## src/rtl/gpio_pkg.sv

```systemverilog
// Shared definitions for the GPIO port write scheduler: FSM states,
// port identifiers and bus widths.
package gpio_pkg;

  localparam int unsigned GPIO_W = 8;
  localparam int unsigned CNT_W  = 4;

  localparam logic PORT_A = 1'b0;
  localparam logic PORT_B = 1'b1;

  typedef enum logic [1:0] {
    ST_IDLE   = 2'd0,
    ST_SETUP  = 2'd1,
    ST_STROBE = 2'd2,
    ST_HOLD   = 2'd3
  } state_e;

endpackage

```

## src/rtl/gpio_port_sched_rr_arb2.sv

```systemverilog
// Two-input round-robin arbiter: combinational grant, registered record of
// the last port granted (reset to B so that A wins the first tie).
module rr_arb2
  import gpio_pkg::*;
(
  input  logic clk,
  input  logic rst_n,
  input  logic req_a_i,
  input  logic req_b_i,
  input  logic upd_i,
  output logic gnt_valid_c,
  output logic gnt_port_c
);

  logic last_grant_q;
  logic last_grant_d;

  // On a tie, the port that was not served last goes first.
  always_comb begin
    gnt_valid_c = req_a_i | req_b_i;
    gnt_port_c  = PORT_A;
    if (req_a_i && req_b_i) begin
      gnt_port_c = ~last_grant_q;
    end else if (req_b_i) begin
      gnt_port_c = PORT_B;
    end
    last_grant_d = last_grant_q;
    if (upd_i && gnt_valid_c) begin
      last_grant_d = gnt_port_c;
    end
  end

  always_ff @(posedge clk or negedge rst_n) begin
    if (!rst_n) begin
      last_grant_q <= PORT_B;
    end else begin
      last_grant_q <= last_grant_d;
    end
  end

endmodule

```

## src/rtl/gpio_port_sched.sv

```systemverilog
// Time-multiplexed write scheduler for the shared GPIO demux bus: arbitrates
// ports A/B, then sequences setup, a one-cycle latch strobe, hold and ack.
module gpio_port_sched
  import gpio_pkg::*;
#(
  parameter int unsigned WIDTH     = GPIO_W,
  parameter int unsigned SETUP_CYC = 2,
  parameter int unsigned HOLD_CYC  = 1
) (
  input  logic             clk,
  input  logic             rst_n,
  input  logic             en,
  input  logic             req_a,
  input  logic [WIDTH-1:0] data_a,
  output logic             ack_a,
  input  logic             req_b,
  input  logic [WIDTH-1:0] data_b,
  output logic             ack_b,
  output logic [WIDTH-1:0] gpio_out,
  output logic             sel,
  output logic             strobe_a,
  output logic             strobe_b,
  output logic             busy
);

  localparam logic [CNT_W-1:0] SETUP_LD = CNT_W'(SETUP_CYC - 1);
  localparam logic [CNT_W-1:0] HOLD_LD  = CNT_W'(HOLD_CYC - 1);

  state_e             state_q, state_d;
  logic [CNT_W-1:0]   cnt_q, cnt_d;
  logic [WIDTH-1:0]   gpio_q, gpio_d;
  logic               sel_q, sel_d;
  logic               strobe_a_q, strobe_a_d;
  logic               strobe_b_q, strobe_b_d;
  logic               ack_a_q, ack_a_d;
  logic               ack_b_q, ack_b_d;
  logic               busy_q, busy_d;
  logic               grant;
  logic               gnt_valid;
  logic               gnt_port;

  rr_arb2 u_arb (
    .clk         (clk),
    .rst_n       (rst_n),
    .req_a_i     (req_a),
    .req_b_i     (req_b),
    .upd_i       (grant),
    .gnt_valid_c (gnt_valid),
    .gnt_port_c  (gnt_port)
  );

  // Next state; outputs are derived from the next state so they register
  // into the same cycle the FSM enters the corresponding phase.
  always_comb begin
    state_d = state_q;
    cnt_d   = cnt_q;
    gpio_d  = gpio_q;
    sel_d   = sel_q;
    grant   = 1'b0;

    case (state_q)
      ST_IDLE: begin
        gpio_d = '0;
        if (en && gnt_valid) begin
          grant   = 1'b1;
          state_d = ST_SETUP;
          gpio_d  = (gnt_port == PORT_B) ? data_b : data_a;
          sel_d   = gnt_port;
          cnt_d   = SETUP_LD;
        end
      end
      ST_SETUP: begin
        if (cnt_q == '0) begin
          state_d = ST_STROBE;
        end else begin
          cnt_d = cnt_q - 1'b1;
        end
      end
      ST_STROBE: begin
        cnt_d   = HOLD_LD;
        state_d = ST_HOLD;
      end
      ST_HOLD: begin
        if (cnt_q == '0) begin
          state_d = ST_IDLE;
          gpio_d  = '0;
        end else begin
          cnt_d = cnt_q - 1'b1;
        end
      end
      default: begin
        state_d = ST_IDLE;
        gpio_d  = '0;
      end
    endcase

    strobe_a_d = (state_d == ST_STROBE) && (sel_d == PORT_A);
    strobe_b_d = (state_d == ST_STROBE) && (sel_d == PORT_B);
    ack_a_d    = (state_d == ST_HOLD) && (cnt_d == '0) && (sel_d == PORT_A);
    ack_b_d    = (state_d == ST_HOLD) && (cnt_d == '0) && (sel_d == PORT_B);
    busy_d     = (state_d != ST_IDLE);
  end

  always_ff @(posedge clk or negedge rst_n) begin
    if (!rst_n) begin
      state_q    <= ST_IDLE;
      cnt_q      <= '0;
      gpio_q     <= '0;
      sel_q      <= PORT_A;
      strobe_a_q <= 1'b0;
      strobe_b_q <= 1'b0;
      ack_a_q    <= 1'b0;
      ack_b_q    <= 1'b0;
      busy_q     <= 1'b0;
    end else begin
      state_q    <= state_d;
      cnt_q      <= cnt_d;
      gpio_q     <= gpio_d;
      sel_q      <= sel_d;
      strobe_a_q <= strobe_a_d;
      strobe_b_q <= strobe_b_d;
      ack_a_q    <= ack_a_d;
      ack_b_q    <= ack_b_d;
      busy_q     <= busy_d;
    end
  end

  assign gpio_out = gpio_q;
  assign sel      = sel_q;
  assign strobe_a = strobe_a_q;
  assign strobe_b = strobe_b_q;
  assign ack_a    = ack_a_q;
  assign ack_b    = ack_b_q;
  assign busy     = busy_q;

endmodule

```

## config.mk

```make
export PLATFORM = sky130hd
export DESIGN_NAME = gpio_port_sched
export DESIGN_NICKNAME = d
export VERILOG_FILES = /design/src/rtl/gpio_pkg.sv /design/src/rtl/gpio_port_sched_rr_arb2.sv /design/src/rtl/gpio_port_sched.sv
export SDC_FILE = /design/constraint.sdc
export NUM_CORES = 1
export LEC_CHECK = 0
export ABC_AREA = 1
export BUFFER_PORTS_ARGS = -buffer_cell sky130_fd_sc_hd__buf_2
export CORE_MARGIN = 10
export CORE_UTILIZATION = 25
export CTS_BUF_LIST = sky130_fd_sc_hd__clkbuf_16
export DETAILED_ROUTE_END_ITERATION = 10
export PLACE_DENSITY_LB_ADDON = 0.1
export SLEW_MARGIN = 5
export SYNTH_ARGS = -nofsm -noshare
export SYNTH_HDL_FRONTEND = slang
export SYNTH_SLANG_ARGS = --single-unit
```

## constraint.sdc

```tcl
create_clock -name clk -period 1.41 [get_ports clk]
set_input_delay 0.282 -clock clk [delete_from_list [all_inputs] [get_ports clk]]
set_output_delay 0.282 -clock clk [all_outputs]
set_load 0.02 [all_outputs]
```

### Word-level counts from Yosys, hierarchy flattened

Cells that the tools add are included.

| storage, ports and cells | value |
|---|---|
| register bits after elaboration | 21 |
| word-level logic and storage cells | 52 |
| bits in read-only memories | 0 |
| output and inout port bits | 14 |
| bits in writable memories | 0 |
| input port bits | 21 |
| memories kept | 0 |
| latch bits | 0 |

| cells by class | value |
|---|---|
| mux-type cells | 17 |
| $mul | 0 |
| shift-type cells | 0 |
| bitwise logic cells | 3 |
| eq/ne operators | 6 |
| divide/modulo/power cells | 0 |
| $lt $le $gt $ge | 0 |
| add/sub/neg operators | 1 |
| reductions and logical operators | 15 |

Operators with widths:

| operator | number |
|---|---|
| 2-to-1 mux 8 bit | 3 |
| case mux 8 bit (2 select lines) | 1 |
| case mux 4 bit (3 select lines) | 1 |
| equality test 2 bit, second input constant | 4 |
| logical AND 1 bit | 8 |
| zero test 4 bit | 2 |
| 2-to-1 mux 4 bit | 2 |
| case mux 2 bit (4 select lines) | 1 |
| 2-to-1 mux 1 bit | 6 |
| 2-to-1 mux 2 bit | 3 |
| nonzero test 2 bit | 2 |
| subtractor 4 x 1 -> 4 bit, second input constant | 1 |
| equality test 2 x 1 -> 1 bit, second input constant | 1 |
| zero test 2 bit | 1 |
| != test 2 bit, second input constant | 1 |
| NOT 1 bit | 2 |
| AND reduction 2 bit | 1 |
| OR reduction 2 bit | 1 |
| bitwise OR 1 bit | 1 |

### Depth between registers and ports, before layout

| logic depth | value |
|---|---|
| depth in word-level cells | 7 |
| gate-level depth with buffers | 10 |
| mapped depth without buffers | 10 |

### Hierarchy

A second synthesis with hierarchy kept.

| unflattened totals | value |
|---|---|
| cell total of the unflattened synthesis | 115 |
| area total of the unflattened synthesis | 1006.0 um^2 |

Modules (own cells, without submodules):

| module | area each (um^2) | instances | sequential area each (um^2) | cells each |
|---|---|---|---|---|
| gpio_port_sched | 945.9 | 1 | 500.5 | 107 |
| rr_arb2 | 60.1 | 1 | 26.3 | 8 |

### Least setup slack after synthesis

Ideal clock, no wire load.

| path | value |
|---|---|
| path kind | register to register |
| start point | register cnt_q[0] |
| end point | register gpio_q[0] (netlist: gpio_out[0]) |
| period minus slack after synthesis | 1.393 ns |
| stages on the path, launching flop included | 6 |
| library setup time | 0.132 ns |
| slack | 0.017 ns |
| buffers on the path | 0 |
| data arrival time | 1.261 ns |
| data required time | 1.278 ns |
| cell sequence | dfrtp_1 inv_1 ha_1 nand3_1 a21oi_2 o22ai_1 |

| on the way | value |
|---|---|
| longest elaborated chain between the ends | 3 |

Ends and longest elaborated chain:

| element | line | text |
|---|---|---|
| from (decl) | gpio_port_sched.sv:30 | `logic [CNT_W-1:0] cnt_q, cnt_d;` |
| from (signal assigned) | gpio_port_sched.sv:117 | `cnt_q <= cnt_d;` |
| zero test 4 bit | gpio_port_sched.sv:84 | `if (cnt_q == '0) begin` |
| != test 2 bit (no line) | - |  |
| AND reduction 2 bit (no line) | - |  |
| to (signal assigned) | gpio_port_sched.sv:118 | `gpio_q <= gpio_d;` |
| to (decl) | gpio_port_sched.sv:31 | `logic [WIDTH-1:0] gpio_q, gpio_d;` |

Every way passes these cells.
A chain may end at the register's enable or synchronous reset.

### Worst setup path in the final report

| path | value |
|---|---|
| start point | register cnt_q[0] |
| end point | register ack_b_q (netlist: ack_b) |

| on the way | value |
|---|---|
| longest elaborated chain between the ends | 6 |
| elaborated cells on any way between the ends | 12 |
| those cells by class | 1 x add/sub; 1 x eq/ne; 6 x mux; 4 x reduce/logical |

Ends and longest elaborated chain:

| element | line | text |
|---|---|---|
| zero test 4 bit (*) | gpio_port_sched.sv:73, gpio_port_sched.sv:84 |  |
| 2-to-1 mux 2 bit, on equally long branches | gpio_port_sched.sv:84, gpio_port_sched.sv:73 |  |
| case mux 2 bit (4 select lines) (*) | gpio_port_sched.sv:61 | `case (state_q)` |
| net state_d[1] | gpio_port_sched.sv:29 | `state_e state_q, state_d;` |
| equality test 2 bit (*) | gpio_port_sched.sv:100 | `ack_b_d = (state_d == ST_HOLD) && (cnt_d == '0) && (sel_d == PORT_B);` |
| logical AND 1 bit (*) (2 in a row) | gpio_port_sched.sv:100 |  |
| net ack_b_d | gpio_port_sched.sv:36 | `logic ack_b_q, ack_b_d;` |
| to (signal assigned) | gpio_port_sched.sv:123 | `ack_b_q <= ack_b_d;` |
| to (decl) | gpio_port_sched.sv:36 |  |

Mark *: on every way through the listed nets, which the timed path passes. The rest lies on a longest branch.

==> results.yml <==
cells_and_area:
  layout.nets: 195
  stdcell_count: 222
  syn_to_final_growth_pct: 44.9
  n_fill_cell: 401
  drive_above_1_share: 0.465
  largest_reg_flops: 8
  diodes: 0
drt:
  drtAntennaViolNets: 0
  via_per_inst: 4.34
  vias: 963
  drt_iter0_drc: 24
  wl_per_cell_um: 12.9
  drtPass1Iterations: 4
  wl_um: 2850
  route.detailed.drc: 0
yosys:
  syn_inst: 123
  synth_nets: 145
  syn-cell-area_sq_mm: 0.00103
  yosysSeqAreaShare: 0.509
  synth-seq-cells: 21
  yosys_warnings: 0
  avgSynthCellArea_sq_um: 8.41
  synth.distinct_cells: 21
floorplan:
  dieHeight_um: 84.3
  core_sq_mm: 0.00400
  row_count: 23
  ios: 35
  start_util: 0.259
  dieArea_sq_mm: 0.00711
  die_w_um: 84.3
sta:
  period_minus_slack_ns: 1.33
  finalCritPeriodShare: 0.944
  max_freq_mhz: 751
  setup_violations: 0
  slew_headroom: 0.679
  setup_tns_ns: 0
  hold_viol: 20
  final_max_slew_viol_count: 0
  holdWs_ns: -0.0138
  worst_slew_pin_slew_ns: 0.481
  finalClockSkew_ns: 0.00306
clock_network:
  cts_hold_buf: 0
  cts_num_sinks: 21
  clockBufferDepth: 2
  h-tree-depth: 1
  clk-insertion-delay-late_ns: 0.25
  cts_root_buf: "clkbuf_16"
  cts_buffers: 3
  cts_tree: "built"
  clk_pin_slew_ns: 0.06
critical_path:
  cp-start-kind: "flop"
  worst-r2r-setup-slack_ns: 0.08
  required_ns: 1.60
  arrival_ns: 1.52
  end_kind: "flop"
  critPathMaxFanout: 6
  critical_path_class: "reg -> reg"
global_route:
  grt_start_max_net_pins: 22
  antenna_found_initial: 0
  grt-ovfl-total: 0
  grt_pass1_vias: 937
  grt_pass1_wl_um: 4570
  groute.usage.overall: 0.0772
worst_hold_path:
  hold_path_class: "in -> async"
job:
  cap_viol_max_count: 0
placed_design:
  port_buffers: 34
  dp_cells: 213
  routabilityCongestion: 0.770
  dp_hpwl_um: 2180
status:
  violations: "hold timing"
  status: "complete, but fails checks"
power_and_ir_drop:
  leakage_nw: 0.788
  ir_drop_uv: 647
  powerDensity_mw_per_mm2: 2270
==> Yosys cell counts <==
cell      instances  area share
nand3_4           1       0.017
nor2_2            1      0.0060
nand3b_1          1      0.0073
dfrtp_1          20        0.48
o22ai_1           8       0.048
a21oi_2           1      0.0085
nand3_2           1      0.0097
dfstp_2           1       0.025
nor2_1           15       0.054
nand2_2           4       0.024
nor2_4            3       0.033
nand3_1           9       0.044
o21ai_0           8       0.039
inv_2             1      0.0036
o21ai_1           1      0.0048
nand2_1          26       0.094
o21ai_2           1      0.0085
or2_1             1      0.0060
inv_1            18       0.065
inv_4             1      0.0060
ha_1              1       0.012
==> report_power, final <==
part	switching, W	internal (W)
Combinational	0.00107	0.000749
Clock	0.000213	0.000378
Sequential	0.000154	0.000837
==> cell families after synthesis <==
group / count (synthesis) / share of synthesized area
flip-flops: 21 / 0.509
adder cells (fa/ha/maj): 1 / 0.0121
AO/OA/AOI/OAI: 19 / 0.109
buffers and inverters: 20 / 0.0750
AND/OR/NAND/NOR: 62 / 0.295
==> layout by cell type, fill, tap and decap left out, drive strengths merged, types with 3 or more instances in the layout <==
cell type  instances
buf               45
clkbuf             3
dfrtp             20
inv               21
nand2             30
nand3             11
nor2              19
o21ai             10
o22ai              8
==> metal layers <==
layer  wire length [um]  vias up  GRT usage  share of wire
met4                 18        0     0.0269         0.0063
met5                  0        -          0              0
met3                100        2     0.0203          0.035
met2               1600       17      0.137           0.56
met1               1130      454     0.0866           0.40
li1                   -      490          -              -
==> critical path, stage by stage, from the launching register on <==
cell and delay, ns:
dfrtp_1 0.39, inv_2 0.09, ha_4 0.18, nand2_4 0.08, inv_4 0.06, nand2_4 0.05
nand2_4 0.06, nand3_2 0.06, nor2_2 0.11, nand2_2 0.08, nor2_4 0.11
==> final timing paths <==
check                      startpoint          end  cells after the start
max in group asynchronous       rst_n     cnt_q[2]                      1
max                          cnt_q[0]        ack_b                     10
max reg2reg                  cnt_q[0]        ack_b                     10
min in group clk            data_b[5]  gpio_out[5]                      3
min reg2reg                       sel     strobe_a                      1
min                             rst_n  gpio_out[7]                      1
==> area by class of cell <==
cell class              instances  area [sq um]  share of cell area
flip-flops and latches         21           529               0.353
multi-input cells              82           495               0.331
repair buffers                 45           253               0.169
inverters                      20          80.1              0.0534
clock buffers                   3          75.1              0.0501
well taps                      50          62.6              0.0417
clock inverters                 1          3.75             0.00250
==> what timing repair did <==
| action | CTS | global route |
|---|---|---|
| pin swaps | 0 | 10 |
| gates resized for setup | 2 | 21 |
| setup buffers | 0 | 5 |
| endpoints found under the setup margin | 11 | 12 |
==> per-stage QoR <==
stage | area, sq um | util | hold slack [ns] | setup WS (ns) | total power (W)
after floorplan | 1030 | - | -0.0136 | 0.0167 | 0.00197
after detailed placement | 1310 | 0.328 | 0.271 | -0.0472 | 0.00247
after CTS | 1400 | 0.351 | 0.00246 | 0.00552 | 0.00311
after global routing | 1500 | 0.375 | 0.0264 | -0.0207 | 0.00369
final | 1500 | 0.375 | -0.0138 | 0.0792 | 0.00340
after global placement | 1310 | 0.328 | 0.269 | -0.0103 | 0.00248
No activity file was read; power rests on OpenSTA's default activity.
